File: src/rtl/ex_hazard_ctrl.sv
// ex_hazard_ctrl: hazard and sequencing controller for the ID/EX pipeline register
// and the EX-stage datapath.
//  - Detects load-use hazards and inserts one bubble.
//  - Sequences multi-cycle MULT/DIV ops, which occupy EX for MD_LAT cycles.
//  - Flushes IF/ID on a taken branch.
//  - Produces EX operand forwarding selects.
// Optional feature: define HAZARD_STATS_EN to add free-running stall counters
// (lu_stall_cnt_o, md_stall_cnt_o).
module ex_hazard_ctrl #(
    parameter logic [5:0] MULT_OP = 6'h18,
    parameter logic [5:0] DIV_OP  = 6'h1A,
    parameter int         MD_LAT  = 8
) (
    input  logic       clk,
    input  logic       reset,
    input  logic       valid_id_i,
    input  logic [4:0] rs_id_i,
    input  logic [4:0] rt_id_i,
    input  logic       branch_taken_i,
    input  logic       valid_ex_i,
    input  logic       mem_to_reg_ex_i,
    input  logic [5:0] alu_op_ex_i,
    input  logic [4:0] rs_ex_i,
    input  logic [4:0] rt_ex_i,
    input  logic [4:0] dst_ex_i,
    input  logic       reg_wr_mem_i,
    input  logic [4:0] dst_mem_i,
    input  logic       reg_wr_wb_i,
    input  logic [4:0] dst_wb_i,
    output logic       stall_if_o,
    output logic       stall_id_o,
    output logic       stall_ex_o,
    output logic       clr_ex_o,
    output logic       flush_id_o,
    output logic [1:0] fwd_a_o,
    output logic [1:0] fwd_b_o,
    output logic       md_busy_o,
    output logic       md_done_o
`ifdef HAZARD_STATS_EN
    ,
    output logic [31:0] lu_stall_cnt_o,
    output logic [31:0] md_stall_cnt_o
`endif
);

    // The first EX cycle is spent in IDLE and the last in DONE, so BUSY covers MD_LAT-2
    // cycles. The counter therefore starts at MD_LAT-3 and counts down to 0.
    localparam logic [7:0] MD_INIT = 8'(MD_LAT - 3);

    typedef enum logic [1:0] {
        ST_IDLE = 2'd0,
        ST_BUSY = 2'd1,
        ST_DONE = 2'd2
    } md_state_t;

    md_state_t  r_state;
    logic [7:0] r_cnt;

    logic w_is_md_op;
    logic w_md_start;
    logic w_md_stall;
    logic w_load_use;

    assign w_is_md_op = (alu_op_ex_i == MULT_OP) || (alu_op_ex_i == DIV_OP);
    // Only IDLE can launch an op, so the MD op still sitting in EX during DONE is not
    // picked up a second time.
    assign w_md_start = (r_state == ST_IDLE) && valid_ex_i && w_is_md_op;
    assign w_md_stall = w_md_start || (r_state == ST_BUSY);
    assign w_load_use = valid_ex_i && mem_to_reg_ex_i && (dst_ex_i != 5'd0) && valid_id_i &&
                        ((dst_ex_i == rs_id_i) || (dst_ex_i == rt_id_i));

    // MULT/DIV occupancy sequencer; reset aborts any op in flight.
    always_ff @(posedge clk or posedge reset) begin
        if (reset) begin
            r_state <= ST_IDLE;
            r_cnt   <= 8'd0;
        end else begin
            case (r_state)
                ST_IDLE: begin
                    if (w_md_start) begin
                        r_state <= ST_BUSY;
                        r_cnt   <= MD_INIT;
                    end
                end
                ST_BUSY: begin
                    if (r_cnt == 8'd0) begin
                        r_state <= ST_DONE;
                    end else begin
                        r_cnt <= r_cnt - 8'd1;
                    end
                end
                ST_DONE: r_state <= ST_IDLE;
                default: r_state <= ST_IDLE;
            endcase
        end
    end

    // Stall/flush priority (MD > load-use > branch) and operand forwarding (MEM over WB);
    // every output is held at 0 while reset is high.
    always_comb begin
        stall_if_o = 1'b0;
        stall_id_o = 1'b0;
        stall_ex_o = 1'b0;
        clr_ex_o   = 1'b0;
        flush_id_o = 1'b0;
        fwd_a_o    = 2'b00;
        fwd_b_o    = 2'b00;
        md_busy_o  = 1'b0;
        md_done_o  = 1'b0;
        if (!reset) begin
            md_busy_o = (r_state != ST_IDLE);
            md_done_o = (r_state == ST_DONE);
            if (w_md_stall) begin
                stall_if_o = 1'b1;
                stall_id_o = 1'b1;
                stall_ex_o = 1'b1;
            end else if (w_load_use) begin
                stall_if_o = 1'b1;
                stall_id_o = 1'b1;
                clr_ex_o   = 1'b1;
            end else if (branch_taken_i) begin
                flush_id_o = 1'b1;
            end

            if (reg_wr_mem_i && (dst_mem_i != 5'd0) && (dst_mem_i == rs_ex_i)) begin
                fwd_a_o = 2'b10;
            end else if (reg_wr_wb_i && (dst_wb_i != 5'd0) && (dst_wb_i == rs_ex_i)) begin
                fwd_a_o = 2'b01;
            end

            if (reg_wr_mem_i && (dst_mem_i != 5'd0) && (dst_mem_i == rt_ex_i)) begin
                fwd_b_o = 2'b10;
            end else if (reg_wr_wb_i && (dst_wb_i != 5'd0) && (dst_wb_i == rt_ex_i)) begin
                fwd_b_o = 2'b01;
            end
        end
    end

`ifdef HAZARD_STATS_EN
    logic [31:0] r_lu_cnt;
    logic [31:0] r_md_cnt;

    // Cycle counters for load-use (counted even when masked by an MD stall) and MD stalls.
    always_ff @(posedge clk or posedge reset) begin
        if (reset) begin
            r_lu_cnt <= 32'd0;
            r_md_cnt <= 32'd0;
        end else begin
            if (w_load_use) r_lu_cnt <= r_lu_cnt + 32'd1;
            if (w_md_stall) r_md_cnt <= r_md_cnt + 32'd1;
        end
    end

    assign lu_stall_cnt_o = r_lu_cnt;
    assign md_stall_cnt_o = r_md_cnt;
`endif

endmodule

File: config.mk
export PLATFORM = sky130hd
export DESIGN_NAME = ex_hazard_ctrl
export DESIGN_NICKNAME = d
export VERILOG_FILES = /design/src/rtl/ex_hazard_ctrl.sv
export SDC_FILE = /design/constraint.sdc
export NUM_CORES = 1
export LEC_CHECK = 0
export CORE_MARGIN = 8
export CORE_UTILIZATION = 37
export DETAILED_ROUTE_END_ITERATION = 6
export PLACE_DENSITY = 0.79
export RECOVER_POWER = 50
export SLEW_MARGIN = 25
export SYNTH_ARGS = -nofsm -noshare
export SYNTH_HDL_FRONTEND = slang
export SYNTH_SLANG_ARGS = --single-unit
File: constraint.sdc
create_clock -name clk -period 4.1 [get_ports clk]
set_input_delay 0.615 -clock clk [delete_from_list [all_inputs] [get_ports clk]]
set_output_delay 0.615 -clock clk [all_outputs]
set_load 0.01 [all_outputs]
=== Yosys cells after proc, flatten, opt, wreduce, memory -nomap -nowiden ===
Cells that the tools add are included.

* Add/sub/neg operators: 1
* $mul: 0
* Divide/modulo/power cells: 0
* $lt $le $gt $ge: 0
* Equal/unequal tests: 13
* Shift operators: 0
* Mux-type cells: 25
* Bitwise operators: 0
* Reduce and logical (&&, ||, !) cells: 24

{| class="wikitable"
|+ Operators by type and width
! operator !! count
|-
| 5-bit == test || 6
|-
| 8-bit two-way mux || 2
|-
| 8-bit case mux with 2 select lines || 1
|-
| 1-bit two-way mux || 15
|-
| 5-bit nonzero test || 3
|-
| 6-bit by 5-bit == test with 1-bit output (second input constant) || 2
|-
| 1-bit logical AND || 12
|-
| 2-bit two-way mux || 6
|-
| 8-bit zero test || 1
|-
| 8-bit by 1-bit subtractor with 8-bit output (second input constant) || 1
|-
| 2-bit inequality test (second input constant) || 2
|-
| 2-bit case mux with 2 select lines || 1
|-
| 2-bit nonzero test || 2
|-
| 1-bit logical OR || 3
|-
| 3-bit AND reduction || 1
|-
| 2-bit by 1-bit == test with 1-bit output (second input constant) || 1
|-
| 2-bit == test (second input constant) || 1
|-
| 2-bit zero test || 1
|-
| 2-bit by 1-bit inequality test with 1-bit output (second input constant) || 1
|-
| 2-bit AND reduction || 1
|}

* Register bits after elaboration: 10
* Bits in latches: 0
* Bits in writable memories: 0
* Memory bits (read-only): 0
* Input bits: 49
* Output and inout port bits: 11
* Word-level logic and storage cells: 65
* Memories kept: 0

=== Depth between registers and ports, before layout ===
Gate-level depths: netlist of run 1.

* Depth after elaboration: 7
* Depth in mapped cells: 6

=== Worst setup path after synthesis of run 1 ===
No wires, ideal clock.

* Path type: input to output
* Start point: input reset
* End point: output fwd_a_o[0]
* Arrival: 1.826 ns
* Data required time: 3.485 ns
* Setup slack: 1.659 ns
* Cell stages on the path: 4
* Buffers on the path: 0
* Cells stage by stage: inv_1 o211ai_1 or4_1 nor4_2

* Word-level cells in the longest chain between the ends: 1

{| class="wikitable"
|+ Ends and longest elaborated chain
! item !! line !! text
|-
| start, declared || 15 || <nowiki>input logic reset,</nowiki>
|-
| 2-bit two-way mux || 110 || <nowiki>if (!reset) begin</nowiki>
|-
| end, declared || 35 || <nowiki>output logic [1:0] fwd_a_o,</nowiki>
|}

No other way between the ends.

=== Final worst setup path of run 1 ===
* Start point: input dst_mem_i[1]
* End point: output fwd_b_o[0]

* Word-level cells in the longest chain between the ends: 5
* Elaborated cells on any way between the ends: 6
* Classes of those cells: eq/ne (1); mux (2); reduce/logical (3)

{| class="wikitable"
|+ Ends and longest elaborated chain
! item !! line !! text
|-
| start, declared || 27 || <nowiki>input logic [4:0] dst_mem_i,</nowiki>
|-
| 5-bit nonzero test || 131 || <nowiki>if (reg_wr_mem_i && (dst_mem_i != 5'd0) && (dst_mem_i == rt_ex_i)) begin</nowiki>
|-
| 1-bit logical AND || 131 ||
|-
| 1-bit logical AND * || 131 ||
|-
| 2-bit two-way mux * || 131 ||
|-
| 2-bit two-way mux * || 110 ||
|-
| end, declared || 36 || <nowiki>output logic [1:0] fwd_b_o,</nowiki>
|}

Every way passes the cells marked *; elsewhere a longest branch is shown, timed or not.

==> results of run 1 <==
==> layout by cell type, fill, tap and decap left out, drive strengths merged, types with 3 or more instances in the layout <==
cell           count
clkbuf             5
nor2              12
nand2b             4
xor2              23
or4                7
nand2              3
xnor2             10
nor3               7
dfrtp             10
nor4               7
clkdlybuf4s50     56
o2111ai            3
inv                5
o21ai              5
==> cell families after synthesis <==
family | after synthesis | synth area share (%)
simple gates | 51 | 29.5
buf+inv | 8 | 3.25
mux | 2 | 1.97
compound gates | 19 | 12.9
flops | 10 | 23.2
xor+xnor | 33 | 26.8
fa+ha+maj | 2 | 2.32
==> layer usage <==
metal | part of all wire (%) | track usage (%) | wire [µm]
met1 | 41 | 14.1 | 1430
met5 | 0 | 0 | 0
met4 | 1.1 | 4.02 | 37
met3 | 8.3 | 4.80 | 286
met2 | 49 | 24.2 | 1700
==> sequential cells by signal, summed over array words and instances, names as in the netlist <==
name and count:
r_state 2, r_cnt 8
==> worst max path at each step <==
stage | startpoint | cells after the start | slack, ps | endpoint
after floorplan | reset | 4 | 1660 | fwd_a_o[0]
after global placement | dst_mem_i[1] | 6 | 660 | fwd_a_o[0]
after detailed placement | dst_mem_i[1] | 6 | 650 | fwd_a_o[0]
after CTS | dst_mem_i[1] | 6 | 630 | fwd_b_o[0]
after global routing | reset | 6 | 450 | stall_if_o
final | dst_mem_i[1] | 6 | 650 | fwd_b_o[0]
==> worst max-delay path, cell delays in order <==
cell and delay, ps:
clkdlybuf4s50_1 490, or4_1 570, o21ai_2 190, nor3_1 100, nor4_2 280, clkdlybuf4s50_1 590
==> power by group through the flow <==
stage / clock [mW] / combinational (mW) / sequential, mW
final: 0.0904 / 0.285 / 0.199
after detailed placement: 0 / 0.287 / 0.201
after global routing: 0.0972 / 0.316 / 0.207
after global placement: 0 / 0.279 / 0.197
after CTS: 0.0916 / 0.288 / 0.199
after floorplan: 0 / 0.190 / 0.177
==> final cells by class <==
type | count | share of cell area, %
Multi-Input combinational cell | 107 | 45.8
Timing Repair Buffer | 59 | 34.1
Sequential cell | 10 | 14.6
Tap cell | 31 | 2.26
Clock buffer | 4 | 2.12
Inverter | 5 | 1.09
==> flow_summary.toml, run 1 <==
[outcome]
status = "completed"

[setup_path]
reg2reg_from = "r_cnt[0]"
cp_data_required_time_ps = 3480
ff2ff_setup_slack_ps = 2190
worstSetupStartpointType = "input pin"
end_kind = "output pin"
criticalPathCategory = "in -> out"
r2r_end = "r_cnt[3]"
arrival_ps = 2830
r2r_cells = 6
crit_fanout = 4

[power_and_ir_drop]
power_density_nw_per_um2 = 335
p_int_uw = 347
power_uw = 575
swShare_pct = 39.6
peakVddDrop_mv = 0.255
combPwrFrac_pct = 49.6
seq_power_share_pct = 34.6
clockPowerShare_pct = 15.7
power_switching_uw = 227
leakage_nw = 0.631

[die]
std_cell_rows = 19
start_util_pct = 39.1
die_width_um = 70.0
dieArea_um2 = 4890
die_h_um = 70.0
io_pins = 60
core_area_um2 = 2760

[timing]
clock_skew_ps = 9.88
tightest_slew_ps = 1050
setup_viol = 0
rsz0062_at_grt = "false"
finalSetupTns_ps = 0
slew_violations = 0
max_freq_mhz = 290
hold_viol = 0
hold_slack_ps = 525
setup_slack_ps = 652
maxSlewHeadroom_pct = 29.3
period_minus_slack_ps = 3450
fin_crit_sh_pct = 84.1

[placed_design]
dpl_cell_area_um2 = 1690
portBuffers = 58
hpwl_um = 3000
globalplace.congestion = 0.876
place_worst_setup_slack_ps = 650
place_inst = 212

[route]
detail_route.wl_per_cell_um = 16.0
detail-route-antenna-nets = 0
vias_per_cell = 5.40
drt_first_pass_iters = 4
dr_total_vias = 1167
totalWireLength_um = 3460
drc = 0
drtIter0Drc = 23

[global_routing]
grt-ovfl-total = 0
antenna_found_initial = 0
grt_pass1_vias = 1181
grt_use_total_pct = 13.4
grt_pass1_wl_um = 5550
grt_max_degree = 14

[clock_network]
clock_path_buffers = 2
cts_buffers = 3
clkTransAtPathRegs_ps = 60
cts-root-buf = "clkbuf_4"
cts_setup_buffers = 0
cts_tree = "done"
hold_buffers = 0
cts_resized = 0
clock-sinks = 10
clock_latency_ps = 270
h-tree-depth = 1

[final_layout]
drive_gt1_share_pct = 6.49
seq_area_um2 = 250
num-nets-final = 237
areaGrowthSynthToFinish_pct = 59.1
fill_cells = 245
antenna_cells = 0
final_area_um2 = 1710
multiInputGateArea_um2 = 786
final_cells = 216
utilization_pct = 62.2

[logic_synthesis]
ys_dominant_reg_cell = "dfrtp_1"
synth.avg_cell_area_um2 = 8.62
syn_inst = 125
synth_area_leader_cell = "dfrtp_1"
yosys.cell_types.count = 40
synth-seq-area-share_pct = 23.2
synth_nets = 176
yosys-top-cells-count = "xor2_1, nor2_1, dfrtp_1, xnor2_1, nor3_1"
synth-seq-cells = 10
yosysMostFrequentCell = "xor2_1"
yosysWarnings = 0
synth.cell_area_um2 = 1080
synth-edff-count = 0
synth_top_area_share_pct = 23.2
synthTopCellsByArea = "dfrtp_1, xor2_1, xnor2_1"
async_reset_ff_share_pct = 100

[run]
cap_violations = 0

[hold_path]
hold_class = "reg -> reg"
hold_depth = 1
whs_endpoint = "r_cnt[0]"
min_from = "r_cnt[0]"
No activity file was read; power rests on OpenSTA's default activity.
==> inputs of run 2 (changes only) <==
==> constraint.sdc (replaced) <==
create_clock -name clk -period 3.3 [get_ports clk]
set_input_delay 0.495 -clock clk [delete_from_list [all_inputs] [get_ports clk]]
set_output_delay 0.495 -clock clk [all_outputs]
set_load 0.01 [all_outputs]
==> run 2 against run 1 <==
  * Clock power increased by 26%
  * Routed wire length increased by 1.5%
  * Sequential power increased by 25%
  * Largest power group unchanged
  * Critical path type unchanged
  * Count of clock-buffer cells in the layout unchanged
==> flow_summary.toml, run 2 (synthesized netlist as in run 1, its figures left out) <==
[final_layout]
drive_gt1_share_pct = 7.49
largest_register_ffs = 8
antenna_cells = 0
num-nets-final = 239
areaGrowthSynthToFinish_pct = 60.5
final_cells = 218
regMostFlops = "r_cnt"
most-common-layout-cells = "clkdlybuf4s50_1, xor2_1, nor2_1, xnor2_1, dfrtp_1"
reg_top3 = "r_cnt x8, r_state x2"
layout_commonest_cell = "clkdlybuf4s50_1"

[clock_network]
clock_path_buffers = 2
clkTransAtPathRegs_ps = 70
clock_latency_ps = 270
cts-root-buf = "clkbuf_4"
cts_setup_buffers = 0
cts_tree = "done"
hold_buffers = 0
cts_resized = 0
cts_buffers = 3
clock-sinks = 10
h-tree-depth = 1

[power_and_ir_drop]
swShare_pct = 40.2
leakage_nw = 0.641
seq_power_share_pct = 34.3
combPwrFrac_pct = 49.9
clockPowerShare_pct = 15.8
power_density_nw_per_um2 = 419
power_uw = 724
p_int_uw = 433
peakVddDrop_mv = 0.387
power_switching_uw = 291

[global_routing]
grt-ovfl-total = 0
antenna_found_initial = 0
grt_max_degree = 14
grt_pass1_wl_um = 5590
grt_use_total_pct = 13.7
grt_pass1_vias = 1281

[timing]
slew_violations = 0
hold_viol = 0
setup_viol = 0
fin_crit_sh_pct = 97.6
maxSlewHeadroom_pct = 35.9
max_freq_mhz = 310
tightest_slew_ps = 953
finalSetupTns_ps = 0
rsz0062_at_grt = "false"
period_minus_slack_ps = 3220
setup_slack_ps = 78.5
clock_skew_ps = 3.19

[setup_path]
crit_fanout = 4
r2r_cells = 6
reg2reg_from = "r_cnt[0]"
cp_data_required_time_ps = 2800
worstSetupStartpointType = "input pin"
r2r_end = "r_cnt[3]"
arrival_ps = 2730
criticalPathCategory = "in -> out"
end_kind = "output pin"
ff2ff_setup_slack_ps = 1380

[hold_path]
hold_class = "reg -> reg"
min_from = "r_cnt[0]"
whs_endpoint = "r_cnt[0]"
hold_depth = 1

[die]
die_width_um = 70.0
dieArea_um2 = 4890
start_util_pct = 39.1
die_h_um = 70.0
std_cell_rows = 19
io_pins = 60
core_area_um2 = 2760

[route]
totalWireLength_um = 3510
vias_per_cell = 5.53
drtIter0Drc = 36
dr_total_vias = 1205
detail-route-antenna-nets = 0
drc = 0
drt_first_pass_iters = 4
detail_route.wl_per_cell_um = 16.1

[placed_design]
place_inst = 214
place_worst_setup_slack_ps = 104
globalplace.congestion = 0.850
portBuffers = 58
hpwl_um = 2970

[run]
cap_violations = 0

[outcome]
status = "completed"
-- run 2: worst max path at each step --
stage / start / to
2_1_floorplan: reset / fwd_a_o[0]
3_3_place_gp: dst_mem_i[2] / fwd_a_o[0]
3_5_place_dp: dst_mem_i[2] / fwd_a_o[0]
4_1_cts: dst_mem_i[2] / fwd_a_o[0]
5_1_grt: dst_mem_i[2] / fwd_a_o[0]
6_report: dst_mem_i[2] / fwd_a_o[0]
-- run 2: power groups by stage --
| stage | Combinational, mW | Sequential (mW) | Clock, mW |
|---|---|---|---|
| 6_report | 0.361 | 0.248 | 0.114 |
| 5_1_grt | 0.398 | 0.258 | 0.127 |
| 4_1_cts | 0.364 | 0.247 | 0.117 |
| 3_5_place_dp | 0.361 | 0.248 | 0 |
| 3_3_place_gp | 0.349 | 0.245 | 0 |
| 2_1_floorplan | 0.236 | 0.220 | 0 |
-- run 2: final cells by class --
class                      count  area, µm²
clock buffer                   4       36.3
sequential                    10        250
timing repair buffer          61        599
tap                           31       38.8
fill                         240       1030
inverter                       5       18.8
multi-input combinational    107        786
-- run 2: worst max-delay path, stage by stage --
cell and delay, ps:
clkdlybuf4s50_1 470, or4_1 570, o21ai_2 220, nor3_1 100, nor4_2 290, clkdlybuf4s50_1 580
-- run 2: through the flow --
step / util [%] / hold slack [ps] / area, µm²
finish: 62.7 / 542 / 1730
global route: 62.7 / 590 / 1730
CTS: 63.1 / 542 / 1740
detailed placement: 61.8 / 530 / 1700
global placement: 61.8 / 502 / 1700
floorplan: - / 365 / 1080
-- run 2: layer usage --
layer | track usage (%) | share of wire [%] | vias up
li1 | - | - | 579
met1 | 13.8 | 41 | 552
met2 | 23.5 | 47 | 62
met3 | 5.51 | 8.0 | 12
met4 | 7.59 | 3.3 | 0
met5 | 0 | 0 | -
